## config.mk

```make
export PLATFORM = sky130hd
export DESIGN_NAME = photonic_tx_serializer
export DESIGN_NICKNAME = d
export VERILOG_FILES = /design/src/rtl/photonic_tx_serializer.sv
export SDC_FILE = /design/constraint.sdc
export NUM_CORES = 1
export LEC_CHECK = 0
export ABC_AREA = 1
export CAP_MARGIN = 10
export CORE_MARGIN = 4
export CORE_UTILIZATION = 55
export CTS_BUF_LIST = sky130_fd_sc_hd__clkbuf_8
export DETAILED_ROUTE_END_ITERATION = 12
export PLACE_DENSITY_LB_ADDON = 0.2
export SLEW_MARGIN = 20
export SYNTH_ARGS = -nofsm -noshare
export SYNTH_HDL_FRONTEND = slang
export SYNTH_SLANG_ARGS = --single-unit
export TNS_END_PERCENT = 50
```

## constraint.sdc

```tcl
create_clock -name clk -period 1.9 [get_ports clk]
set_clock_uncertainty 0.05 [all_clocks]
set_input_delay 0.475 -clock clk [delete_from_list [all_inputs] [get_ports clk]]
set_output_delay 0.475 -clock clk [all_outputs]
set_load 0.01 [all_outputs]
```

## src/rtl/photonic_tx_serializer.sv

```systemverilog
// Serializes 32-bit packets into 41-bit optical frames (preamble, payload, even parity).
// Holds at most one request in a queue while a frame is in flight, honours link backpressure,
// and sets a sticky flag when a request is dropped.
module photonic_tx_serializer #(
  parameter logic [7:0] PREAMBLE = 8'hA5
) (
  input  logic        clk,
  input  logic        rst,
  input  logic        data_tx_flag,
  input  logic [31:0] data_tx_packet,
  input  logic        link_ready,
  output logic        link_tx,
  output logic        link_tx_valid,
  output logic        data_tx_complete_flag,
  output logic        tx_busy,
  output logic        tx_pending,
  output logic        tx_overflow
);

  localparam int unsigned PKT_W   = 32;
  localparam int unsigned PRE_W   = 8;
  localparam int unsigned FRAME_W = PRE_W + PKT_W + 1;
  localparam int unsigned CNT_W   = 6;

  typedef enum logic [1:0] {
    ST_IDLE,
    ST_PREAMBLE,
    ST_PAYLOAD,
    ST_PARITY
  } state_t;

  state_t               state_q, state_d;
  logic [CNT_W-1:0]     cnt_q, cnt_d;
  logic [FRAME_W-1:0]   shift_q, shift_d;
  logic [PKT_W-1:0]     hold_q, hold_d;
  logic                 pending_q, pending_d;
  logic                 overflow_q, overflow_d;
  logic                 complete_q, complete_d;
  logic                 busy_q, busy_d;
  logic                 accept;
  logic                 last_bit;

  // Whole frame is built at latch time, so parity always reflects the latched packet.
  function automatic logic [FRAME_W-1:0] frame_of(input logic [PKT_W-1:0] pkt);
    return {PREAMBLE, pkt, ^pkt};
  endfunction

  // The bit on the wire is always the top of the shift register.
  assign link_tx               = shift_q[FRAME_W-1];
  assign link_tx_valid         = busy_q;
  assign tx_busy               = busy_q;
  assign tx_pending            = pending_q;
  assign tx_overflow           = overflow_q;
  assign data_tx_complete_flag = complete_q;

  assign accept   = busy_q & link_ready;
  assign last_bit = accept & (state_q == ST_PARITY);

  // State and datapath registers.
  always_ff @(posedge clk or negedge rst) begin
    if (!rst) begin
      state_q    <= ST_IDLE;
      cnt_q      <= '0;
      shift_q    <= '0;
      hold_q     <= '0;
      pending_q  <= 1'b0;
      overflow_q <= 1'b0;
      complete_q <= 1'b0;
      busy_q     <= 1'b0;
    end else begin
      state_q    <= state_d;
      cnt_q      <= cnt_d;
      shift_q    <= shift_d;
      hold_q     <= hold_d;
      pending_q  <= pending_d;
      overflow_q <= overflow_d;
      complete_q <= complete_d;
      busy_q     <= busy_d;
    end
  end

  // Next-state, bit sequencing and request queueing.
  always_comb begin
    state_d    = state_q;
    cnt_d      = cnt_q;
    shift_d    = shift_q;
    hold_d     = hold_q;
    pending_d  = pending_q;
    overflow_d = overflow_q;
    complete_d = 1'b0;

    if (accept) begin
      shift_d = {shift_q[FRAME_W-2:0], 1'b0};
    end

    unique case (state_q)
      ST_IDLE: begin
        if (data_tx_flag) begin
          state_d = ST_PREAMBLE;
          cnt_d   = '0;
          shift_d = frame_of(data_tx_packet);
        end
      end
      ST_PREAMBLE: begin
        if (accept) begin
          if (cnt_q == CNT_W'(PRE_W - 1)) begin
            state_d = ST_PAYLOAD;
            cnt_d   = '0;
          end else begin
            cnt_d = cnt_q + CNT_W'(1);
          end
        end
      end
      ST_PAYLOAD: begin
        if (accept) begin
          if (cnt_q == CNT_W'(PKT_W - 1)) begin
            state_d = ST_PARITY;
            cnt_d   = '0;
          end else begin
            cnt_d = cnt_q + CNT_W'(1);
          end
        end
      end
      ST_PARITY: begin
        if (accept) begin
          complete_d = 1'b1;
          cnt_d      = '0;
          if (pending_q) begin
            state_d   = ST_PREAMBLE;
            shift_d   = frame_of(hold_q);
            hold_d    = '0;
            pending_d = 1'b0;
          end else if (data_tx_flag) begin
            state_d = ST_PREAMBLE;
            shift_d = frame_of(data_tx_packet);
          end else begin
            state_d = ST_IDLE;
            shift_d = '0;
          end
        end
      end
      default: begin
        state_d = ST_IDLE;
        cnt_d   = '0;
        shift_d = '0;
      end
    endcase

    // A request arriving mid-frame goes to the holding slot, or is dropped if it is taken.
    // On the completion edge a queued packet wins, so a simultaneous request is dropped.
    if (busy_q && data_tx_flag) begin
      if (last_bit) begin
        if (pending_q) begin
          overflow_d = 1'b1;
        end
      end else if (!pending_q) begin
        hold_d    = data_tx_packet;
        pending_d = 1'b1;
      end else begin
        overflow_d = 1'b1;
      end
    end
  end

  // Valid/busy follow the next state so both are registered.
  always_comb begin
    busy_d = (state_d != ST_IDLE);
  end

endmodule

```

==> key figures <==
Timing
  • Pins Over Slew Limit: 0
  • Final Setup Violations: 0
  • Slew HR: 67.4%
  • Unrepaired setup endpoints after global routing: yes
  • Crit path time final: 1.84 ns
  • Worst-Margin Slew: 0.488 ns
  • Worst setup margin: 0.0635 ns
  • Final hold vios: 0
  • Tcrit/Tclk final: 96.7%
  • Fmax: 545 MHz

Clocking
  • CTS sink count: between 80 and 90
  • Clk_lat worst skew: approximately 0.36 ns
  • Clock Path Buffers: 2
  • Clock root buffer: clkbuf_8
  • Cts hold-fix bufs: 0
  • H-tree depth: 3
  • CTS tree: built
  • Num CTS Buffers: 9
  • Clock Pin Slew Worst Setup and Hold Paths: 0.08 ns

Routing
  • Metal1 wirelength: 7830 um
  • Routed Antenna Nets: 0
  • WL met3: 781 um
  • Routed length per placed instance: 14.4 um
  • Met2 wire len: 8290 um
  • Via count: 6547
  • Initial DRT Pass Iterations: 5
  • Vias per cell: between 5 and 6
  • Detailed-route wire length: 17100 um
  • Top layer reached by signal wires: met4
  • DR iter-0 viols: 528
  • DRC errors left: 0

Floorplanning
  • Core area: approximately 11000 um2
  • Initial Utilization: 56.4%
  • Die ar.: roughly 14000 um2
  • Cell row count: 39
  • I/O Pins: 42
  • Die X: 116 um
  • Die height: 116 um

Yosys
  • Ys flop type: dfrtp_1
  • Post-synth cell types: 40
  • Post-synth top area cell: dfrtp_1
  • Yosys warnings: 0
  • Synthesized flop and latch total: 85
  • Synthesized area per cell: 6.80 um2
  • Area contributors post-synth: dfrtp_1 (33%), nand2_1 (19%), inv_1 (7.6%)
  • Fraction of registers with async set/reset: 100%
  • Share of the synthesized area in the top cell type: 33.0%
  • Syn_nets: about 1000
  • Cell count after synthesis: 947
  • Sequential fraction of the synthesis area: 33.0%
  • EDFF count, synth: 0
  • Post-synthesis instance area: 6440 um2

GRT
  • Grt ovf: 0
  • Largest net degree at the start of global routing: 86
  • GRT Resource Usage Total: roughly a quarter
  • Vias in the first global route: 6219
  • Global-route wire length before repair: 28800 um
  • Initial antenna violation count: 0

Critical path
  • WP data required: 2.09 ns
  • Crit start category: input pin
  • Max FO, Critical Path: 6
  • FF-to-FF setup slack: 0.13 ns
  • WP data arrival: 2.03 ns
  • Reg2reg start: hold_q[31]$_DFF_PN0_
  • Register-to-Register Path Depth: 17
  • WS Path Type: in -> reg
  • Crit. End Element: register
  • Reg2reg end: shift_q[0]$_DFF_PN0_

Layout
  • Diodes inserted: 0
  • Area Growth Syn to Fin: 24.1%
  • Fin nets: 1088
  • Final Non-Filler Cells: 1193
  • Layout cells sized above 1: 17.6%

Place
  • Placed cells: 1171
  • RD Place Congestion: around 0.83
  • # port buffers: between 40 and 50
  • Hpwl dp: 12200 um
  • Placement Setup Slack: -0.428 ns

Outcome
  • Status: completed

Power and ir drop
  • Power per cell area: 1300 nW/um2
  • Worst-case vdd ir drop: 0.671 mV
  • Pleak: 4.18 nW

Hold path
  • Worst Hold Class: in -> async

Flow run
  • Max-cap violations: 0
## layer usage
metal | vias to the layer above | GRT usage [%]
li1 | 3294 | -
met3 | 18 | 2.80
met4 | 0 | 7.73
met1 | 3076 | 34.5
met2 | 159 | 45.6
met5 | - | 0
## stage by stage
stage	util, %	power, mW	TNS (ns)	area, um2	hold slack (ns)
final	70.0	10.4	0	7990	0.0667
after CTS	68.2	10.2	-0.0118	7780	0.115
after global placement	66.5	8.83	-18.47	7600	0.420
after global routing	70.0	11.3	-0.166	7990	0.149
after detailed placement	66.5	8.99	-18.79	7600	0.422
after floorplan	-	7.15	0	6440	0.129
## report_power, final
part,switching [mW],internal [mW]
Combinational,3.59,2.58
Clock,0.638,0.524
Sequential,0.537,2.55
Total,4.77,5.66
## registers in the layout (all words and copies together) (netlist names)
signal                 flops
tx_overflow                1
link_tx_valid              1
cnt_q                      6
hold_q                    32
shift_q                   41
state_q                    2
tx_pending                 1
data_tx_complete_flag      1
## worst max path at each step
| stage | start | to | cells after the start |
|---|---|---|---|
| final | link_ready | link_tx_valid$_DFF_PN0_ | 8 |
| after global routing | hold_q[30]$_DFF_PN0_ | shift_q[0]$_DFF_PN0_ | 17 |
| after CTS | data_tx_packet[9] | shift_q[0]$_DFF_PN0_ | 16 |
| after detailed placement | data_tx_packet[22] | shift_q[0]$_DFF_PN0_ | 16 |
| after global placement | link_ready | link_tx_valid$_DFF_PN0_ | 9 |
| after floorplan | state_q[0]$_DFF_PN0_ | shift_q[32]$_DFF_PN0_ | 7 |
## what timing repair did
item | in CTS | in global routing
buffers inserted | 1 | 7
endpoints found under the hold margin | 0 | 0
resized for setup | 19 | 59
endpoints found under the setup margin | 2 | 43
pin swaps | 3 | 13
## kinds of logic after synthesis
| kind of cell | count (synthesis) | share of synthesized area [%] |
|---|---|---|
| adder cells (fa/ha/maj) | 5 | 0.972 |
| flip-flops | 85 | 33.0 |
| AO/OA/AOI/OAI | 178 | 19.9 |
| AND/OR/NAND/NOR | 448 | 28.6 |
| buffers and inverters | 195 | 12.5 |
| XOR/XNOR | 36 | 4.90 |
## worst max-delay path, stage by stage
cell and delay, ns:
clkdlybuf4s50_1 0.50, nand2_2 0.10, buf_4 0.19, o31ai_2 0.24, a22oi_1 0.11, o22ai_1 0.14
inv_1 0.07, or2_1 0.21
## synthesized netlist by cell type, drive strengths merged (15+ instances only)
master  count
a32o       32
o211ai     27
clkbuf     25
xor2       15
nand3      65
nand2     335
o21ai      22
nor2       39
a21oi      17
o31ai      39
buf        29
xnor2      21
inv       140
dfrtp      85
o22ai      34
## layout by cell type, fill, tap and decap left out, types with 5 or more instances in the layout
| cell type | Yosys | final |
|---|---|---|
| dfrtp_2 | 0 | 8 |
| inv_2 | 9 | 13 |
| xnor2_1 | 21 | 15 |
| o22ai_1 | 34 | 34 |
| buf_12 | 0 | 11 |
| xor2_1 | 15 | 13 |
| o211ai_1 | 27 | 27 |
| clkbuf_8 | 1 | 11 |
| o31ai_1 | 38 | 38 |
| nand2_1 | 322 | 308 |
| clkdlybuf4s50_1 | 0 | 5 |
| o21ai_0 | 19 | 18 |
| inv_1 | 131 | 127 |
| dlymetal6s2s_1 | 0 | 22 |
| xnor2_2 | 0 | 6 |
| nand2_2 | 13 | 27 |
| dlygate4sd2_1 | 0 | 13 |
| buf_4 | 2 | 91 |
| a32o_1 | 32 | 32 |
| dfrtp_1 | 85 | 77 |
| nor2_1 | 38 | 35 |
| nand3_1 | 62 | 62 |
| a21oi_1 | 16 | 16 |
## layout make-up
cell class | instances | area (um2)
repair buffers | 143 | 1350
flip-flops and latches | 85 | 2140
multi-input cells | 667 | 3620
clock buffers | 11 | 151
well taps | 143 | 179
inverters | 141 | 534
fillers | 992 | 3430
clock inverters | 3 | 13.8
Power figures use the tool's default switching activity.
